### config.mk
export PLATFORM = sky130hd
export DESIGN_NAME = pc_fetch_ctrl
export DESIGN_NICKNAME = d
export VERILOG_FILES = /design/src/rtl/pc_fetch_ctrl_pkg.sv /design/src/rtl/pc_redirect_sel.sv /design/src/rtl/pc_fetch_ctrl.sv
export SDC_FILE = /design/constraint.sdc
export NUM_CORES = 1
export LEC_CHECK = 0
export ABC_CLOCK_PERIOD_IN_PS = 3640
export CORE_ASPECT_RATIO = 0.75
export CORE_MARGIN = 3
export CORE_UTILIZATION = 42
export DETAILED_ROUTE_END_ITERATION = 8
export GPL_TIMING_DRIVEN = 0
export PLACE_DENSITY = 0.77
export SYNTH_ARGS = -nofsm -noshare
export SYNTH_HDL_FRONTEND = slang
export SYNTH_SLANG_ARGS = --single-unit
### constraint.sdc
create_clock -name clk -period 3.64 [get_ports clk]
set_input_delay 0.364 -clock clk [delete_from_list [all_inputs] [get_ports clk]]
set_output_delay 0.364 -clock clk [all_outputs]
set_load 0.02 [all_outputs]
### src/rtl/pc_fetch_ctrl_pkg.sv
// Shared fetch-stage definitions: FSM encoding, PC defaults and a word-align helper.
package pc_fetch_ctrl_pkg;

   localparam logic [1:0] ST_IDLE = 2'd0;
   localparam logic [1:0] ST_REQ  = 2'd1;
   localparam logic [1:0] ST_FULL = 2'd2;

   localparam logic [31:0] RESET_PC_DEF = 32'h0000_0000;
   localparam logic [31:0] PC_STEP_DEF  = 32'd4;

   // Instructions are word-sized, so redirect targets drop their byte offset.
   function automatic logic [31:0] word_align(input logic [31:0] addr);
      return addr & ~32'h0000_0003;
   endfunction

endpackage

### src/rtl/pc_redirect_sel.sv
// Combinational redirect arbiter: trap beats branch, target forced to a word boundary.
module pc_redirect_sel
   import pc_fetch_ctrl_pkg::*;
(
   input  logic        trap_valid_i,
   input  logic [31:0] trap_target_i,
   input  logic        br_valid_i,
   input  logic [31:0] br_target_i,
   output logic        redir_o,
   output logic [31:0] tgt_o
);

   logic [31:0] raw_tgt;

   assign raw_tgt = trap_valid_i ? trap_target_i : br_target_i;
   assign tgt_o   = word_align(raw_tgt);
   assign redir_o = trap_valid_i | br_valid_i;

endmodule

### src/rtl/pc_fetch_ctrl.sv
// PC sequencer and single-outstanding instruction fetch with a one-entry IF/ID slot.
module pc_fetch_ctrl
   import pc_fetch_ctrl_pkg::*;
#(
   parameter logic [31:0] RESET_PC = RESET_PC_DEF,
   parameter logic [31:0] PC_STEP  = PC_STEP_DEF
)
(
   input  logic        clk,
   input  logic        rst,
   input  logic        stall,
   input  logic        br_valid,
   input  logic [31:0] br_target,
   input  logic        trap_valid,
   input  logic [31:0] trap_target,
   output logic        imem_req,
   output logic [31:0] imem_addr,
   input  logic        imem_ack,
   input  logic [31:0] imem_rdata,
   output logic        fetch_valid,
   output logic [31:0] fetch_pc,
   output logic [31:0] fetch_inst,
   output logic [31:0] pc
);

   logic [1:0]  state_q, state_d;
   logic [31:0] pc_q, pc_d;
   logic [31:0] pend_pc_q, pend_pc_d;
   logic        kill_q, kill_d;
   logic        fvalid_q, fvalid_d;
   logic [31:0] fpc_q, fpc_d;
   logic [31:0] finst_q, finst_d;

   logic        redir;
   logic [31:0] tgt;

   pc_redirect_sel u_redirect_sel (
      .trap_valid_i  (trap_valid),
      .trap_target_i (trap_target),
      .br_valid_i    (br_valid),
      .br_target_i   (br_target),
      .redir_o       (redir),
      .tgt_o         (tgt)
   );

   always_comb begin
      state_d   = state_q;
      pc_d      = pc_q;
      pend_pc_d = pend_pc_q;
      kill_d    = kill_q;
      fvalid_d  = fvalid_q;
      fpc_d     = fpc_q;
      finst_d   = finst_q;

      case (state_q)
         ST_IDLE: begin
            if (redir) pc_d = tgt;
            state_d = ST_REQ;
         end
         ST_REQ: begin
            // While a request is outstanding pc must not move; a redirect is parked
            // in pend_pc and the stale response is dropped when it finally arrives.
            if (imem_ack && (kill_q || redir)) begin
               pc_d   = redir ? tgt : pend_pc_q;
               kill_d = 1'b0;
            end else if (imem_ack) begin
               finst_d  = imem_rdata;
               fpc_d    = pc_q;
               fvalid_d = 1'b1;
               pc_d     = pc_q + PC_STEP;
               state_d  = ST_FULL;
            end else if (redir) begin
               pend_pc_d = tgt;
               kill_d    = 1'b1;
            end
         end
         ST_FULL: begin
            if (redir) begin
               fvalid_d = 1'b0;
               pc_d     = tgt;
               state_d  = ST_REQ;
            end else if (!stall) begin
               fvalid_d = 1'b0;
               state_d  = ST_REQ;
            end
         end
         default: state_d = ST_IDLE;
      endcase
   end

   always_ff @(posedge clk or posedge rst) begin
      if (rst) begin
         state_q   <= ST_IDLE;
         pc_q      <= RESET_PC;
         pend_pc_q <= 32'h0;
         kill_q    <= 1'b0;
         fvalid_q  <= 1'b0;
         fpc_q     <= 32'h0;
         finst_q   <= 32'h0;
      end else begin
         state_q   <= state_d;
         pc_q      <= pc_d;
         pend_pc_q <= pend_pc_d;
         kill_q    <= kill_d;
         fvalid_q  <= fvalid_d;
         fpc_q     <= fpc_d;
         finst_q   <= finst_d;
      end
   end

   assign imem_req    = (state_q == ST_REQ);
   assign imem_addr   = pc_q;
   assign pc          = pc_q;
   assign fetch_valid = fvalid_q;
   assign fetch_pc    = fpc_q;
   assign fetch_inst  = finst_q;

endmodule

==> impl_metrics.env <==
export IMPL_status="finished, final reports clean"
export IMPL_initial_core_util=0.432
export IMPL_synth_top_cell_area_share=0.474
export IMPL_reg2reg_to="imem_addr[21]"
export IMPL_finalMaxSlewViolations=0
export IMPL_setup_tns_ps=0
export IMPL_fin_nets=1129
export IMPL_post_route_min_period_ps=2500
export IMPL_swShare=0.403
export IMPL_cts_resized=0
export IMPL_worstHoldPathType="primary input to asynchronous set/reset pin"
export IMPL_ys_dominant_reg_cell="dfrtp_1"
export IMPL_hold_buffers=0
export IMPL_clkLatencyLatePin_ps=430
export IMPL_yosys_area_top_type="dfrtp_1"
export IMPL_syn_to_final_growth_pct=45.5
export IMPL_critical_path_class="primary input to register"
export IMPL_period_share=0.687
export IMPL_met3_length_um=3000
export IMPL_clockPowerShare=0.210
export IMPL_cp_endpoint="fetch_inst[7]"
export IMPL_seqPwrFrac=0.327
export IMPL_vdd_drop_max_v=0.000451
export IMPL_dp_hpwl_um=18000
export IMPL_grt_overflow=0
export IMPL_r2r_start="state_q[0]"
export IMPL_gp_congestion=0.946
export IMPL_worst_pin_slew_ps=783
export IMPL_drt_iter0_markers=785
export IMPL_worstSetupStartpoint="imem_ack"
export IMPL_postRouteWirelength_um=24200
export IMPL_yosysSeqAreaShare=0.474
export IMPL_yosysWarningCount=0
export IMPL_maxCapViolations=0
export IMPL_cts_setup_buffers=0
export IMPL_grt_pass1_vias=6588
export IMPL_total_leakage_power_nw=4.52
export IMPL_cts_max_level=4
export IMPL_maxUsedRoutingLayer="met4"
export IMPL_rr_worst_depth=6
export IMPL_yosys_top_cells_area="dfrtp_1 47%, nand2_1 12%, buf_4 4.5%"
export IMPL_viasPerCell=5.57
export IMPL_total_power_mw=8.04
export IMPL_drc=0
export IMPL_firstDrtPassIters=6
export IMPL_grt_usage=0.263
export IMPL_clock_fmax_mhz=400
export IMPL_antenna_cells=0
export IMPL_vias=6951
export IMPL_clk_path_buf_depth=2
export IMPL_routedLengthMet1_um=10200
export IMPL_cp_end_kind="register"
export IMPL_finClkSkew_ps=11.6
export IMPL_die_h_um=118
export IMPL_drive_gt1_frac=0.131
export IMPL_die_area_sq_mm=0.0182
export IMPL_syn_area_per_cell_sq_um=8.96
export IMPL_ios=232
export IMPL_internal_power_mw=4.80
export IMPL_rows=40
export IMPL_synthCells=778
export IMPL_ff_latch_area_sq_mm=0.00330
export IMPL_fillers=1352
export IMPL_cts_buffers_inserted=17
export IMPL_grt_max_degree=38
export IMPL_worstPathArrival_ps=2810
export IMPL_power_frac_comb=0.463
export IMPL_numPortBuffers=226
export IMPL_grt_pass1_wl_um=37400
export IMPL_finalSetupViolCount=0
export IMPL_p_sw_mw=3.24
export IMPL_hold_viol=0
export IMPL_rsz0062_at_grt="false"
export IMPL_synth_cell_type_count=71
export IMPL_ys_async_sr_fraction=1.00
export IMPL_ys_seq_elements=132
export IMPL_cp_required_ps=3950
export IMPL_synth_edff_count=0
export IMPL_synthesis_area_sq_mm=0.00697
export IMPL_cts_root_buffer="clkbuf_16"
export IMPL_cts_tree="built"
export IMPL_multi_input_area_sq_mm=0.00315
export IMPL_power_density_mw_per_mm2=793
export IMPL_antenna_found_initial=0
export IMPL_clk_pin_slew_ps=60
export IMPL_r2r_setup_slack_ps=1210
export IMPL_slew_limit_headroom=0.477
export IMPL_crit_fanout=10
export IMPL_die_w_um=155
export IMPL_core_sq_mm=0.0161
export IMPL_synth_nets=881
export IMPL_avgRoutedWirePerCell_um=19.4
export IMPL_cp_start_kind="primary input"
export IMPL_ant_nets=0
export IMPL_clock_sinks=132
export IMPL_met2_length_um=10600
export IMPL_final_util=0.629
==> critical path, stage by stage <==
cell and delay (ps):
clkdlybuf4s50_1 530, buf_2 280, nand2_1 100, nor2_1 410, nand2_1 320, clkbuf_1 320
clkbuf_1 290, nand2_1 140, nand2_1 70
==> sequential cells by signal (all words and copies together) (netlist names) <==
name / count
pend_pc_q: 32
state_q: 2
kill_q: 1
imem_addr: 32
fetch_valid: 1
fetch_pc: 32
fetch_inst: 32
==> worst min path at each step <==
stage / start / to / slack, ps / cells after the start
floorplan: pend_pc_q[20] / pend_pc_q[20] / 460 / 1
CTS: rst / fetch_inst[14] / 430 / 2
detailed placement: fetch_pc[16] / fetch_pc[16] / 460 / 2
global placement: fetch_inst[26] / fetch_inst[26] / 460 / 2
global route: imem_rdata[18] / fetch_inst[18] / 470 / 3
finish: rst / fetch_inst[14] / 420 / 2
==> cell usage in the layout, fill, tap and decap left out, types with 9 or more instances in the layout <==
cell type and count:
nand2_1 226, clkdlybuf4s50_1 226, dfrtp_1 132, a21oi_1 56, nor2_1 49, buf_4 42
mux2i_1 25, o21ai_0 24, buf_2 20, mux2_2 18, clkbuf_16 17, nand3_1 16
clkbuf_1 16, and3_1 10, o22ai_1 9
==> Yosys cell counts, types with 5 or more instances <==
| cell | n |
|---|---|
| mux2i_1 | 25 |
| nand4_1 | 7 |
| a221oi_1 | 5 |
| o22a_1 | 6 |
| inv_1 | 9 |
| o22ai_1 | 9 |
| mux2_2 | 18 |
| nor2_1 | 49 |
| nand2_1 | 226 |
| o21ai_0 | 24 |
| and3_1 | 10 |
| clkbuf_1 | 15 |
| nand3_1 | 16 |
| a2bb2oi_1 | 6 |
| nor3_1 | 6 |
| buf_2 | 20 |
| buf_4 | 42 |
| dfrtp_1 | 132 |
| a21oi_1 | 56 |
==> area by class of cell <==
class | instances | area share
buffer | 78 | 0.0469
clock buffer | 18 | 0.0423
multi-input combinational | 558 | 0.311
inverter | 10 | 0.00407
sequential | 132 | 0.326
tap | 210 | 0.0259
timing repair buffer | 229 | 0.229
clock inverter | 14 | 0.0153
==> layer usage <==
metal,global-route usage,vias to the layer above
li1,-,3166
met1,0.365,3259
met2,0.387,478
met3,0.101,48
met4,0.0706,0
met5,0,-
==> through the flow <==
stage                     cell area (sq um)  cells  hold slack [ps]  setup slack (ps)
after global placement                 9500   1214              457               384
final                                 10100   1249              417              1140
after detailed placement               9560   1217              462               765
after floorplan                        6970    778              457              1640
after global routing                  10100   1249              465              1050
after CTS                             10100   1249              431              1210
==> power by group through the flow <==
stage | clock (mW) | combinational (mW) | sequential, mW
2_1_floorplan | 0 | 1.47 | 3.00
3_3_place_gp | 0 | 3.65 | 2.61
3_5_place_dp | 0 | 3.70 | 2.64
4_1_cts | 1.71 | 3.72 | 2.61
5_1_grt | 1.77 | 3.98 | 2.71
6_report | 1.69 | 3.72 | 2.63
==> kinds of logic (layout without fill, tap and decap cells) <==
| kind of cell | Yosys count | count (layout) | share of synthesized area |
|---|---|---|---|
| AND/OR/NAND/NOR | 351 | 351 | 0.228 |
| AO/OA/AOI/OAI | 159 | 159 | 0.152 |
| flip-flops | 132 | 132 | 0.474 |
| buffers and inverters | 88 | 349 | 0.0736 |
| multiplexers | 45 | 45 | 0.0682 |
| XOR/XNOR | 2 | 2 | 0.00251 |
| adder cells (fa/ha/maj) | 1 | 1 | 0.00180 |
No activity file was read; power rests on OpenSTA's default activity.
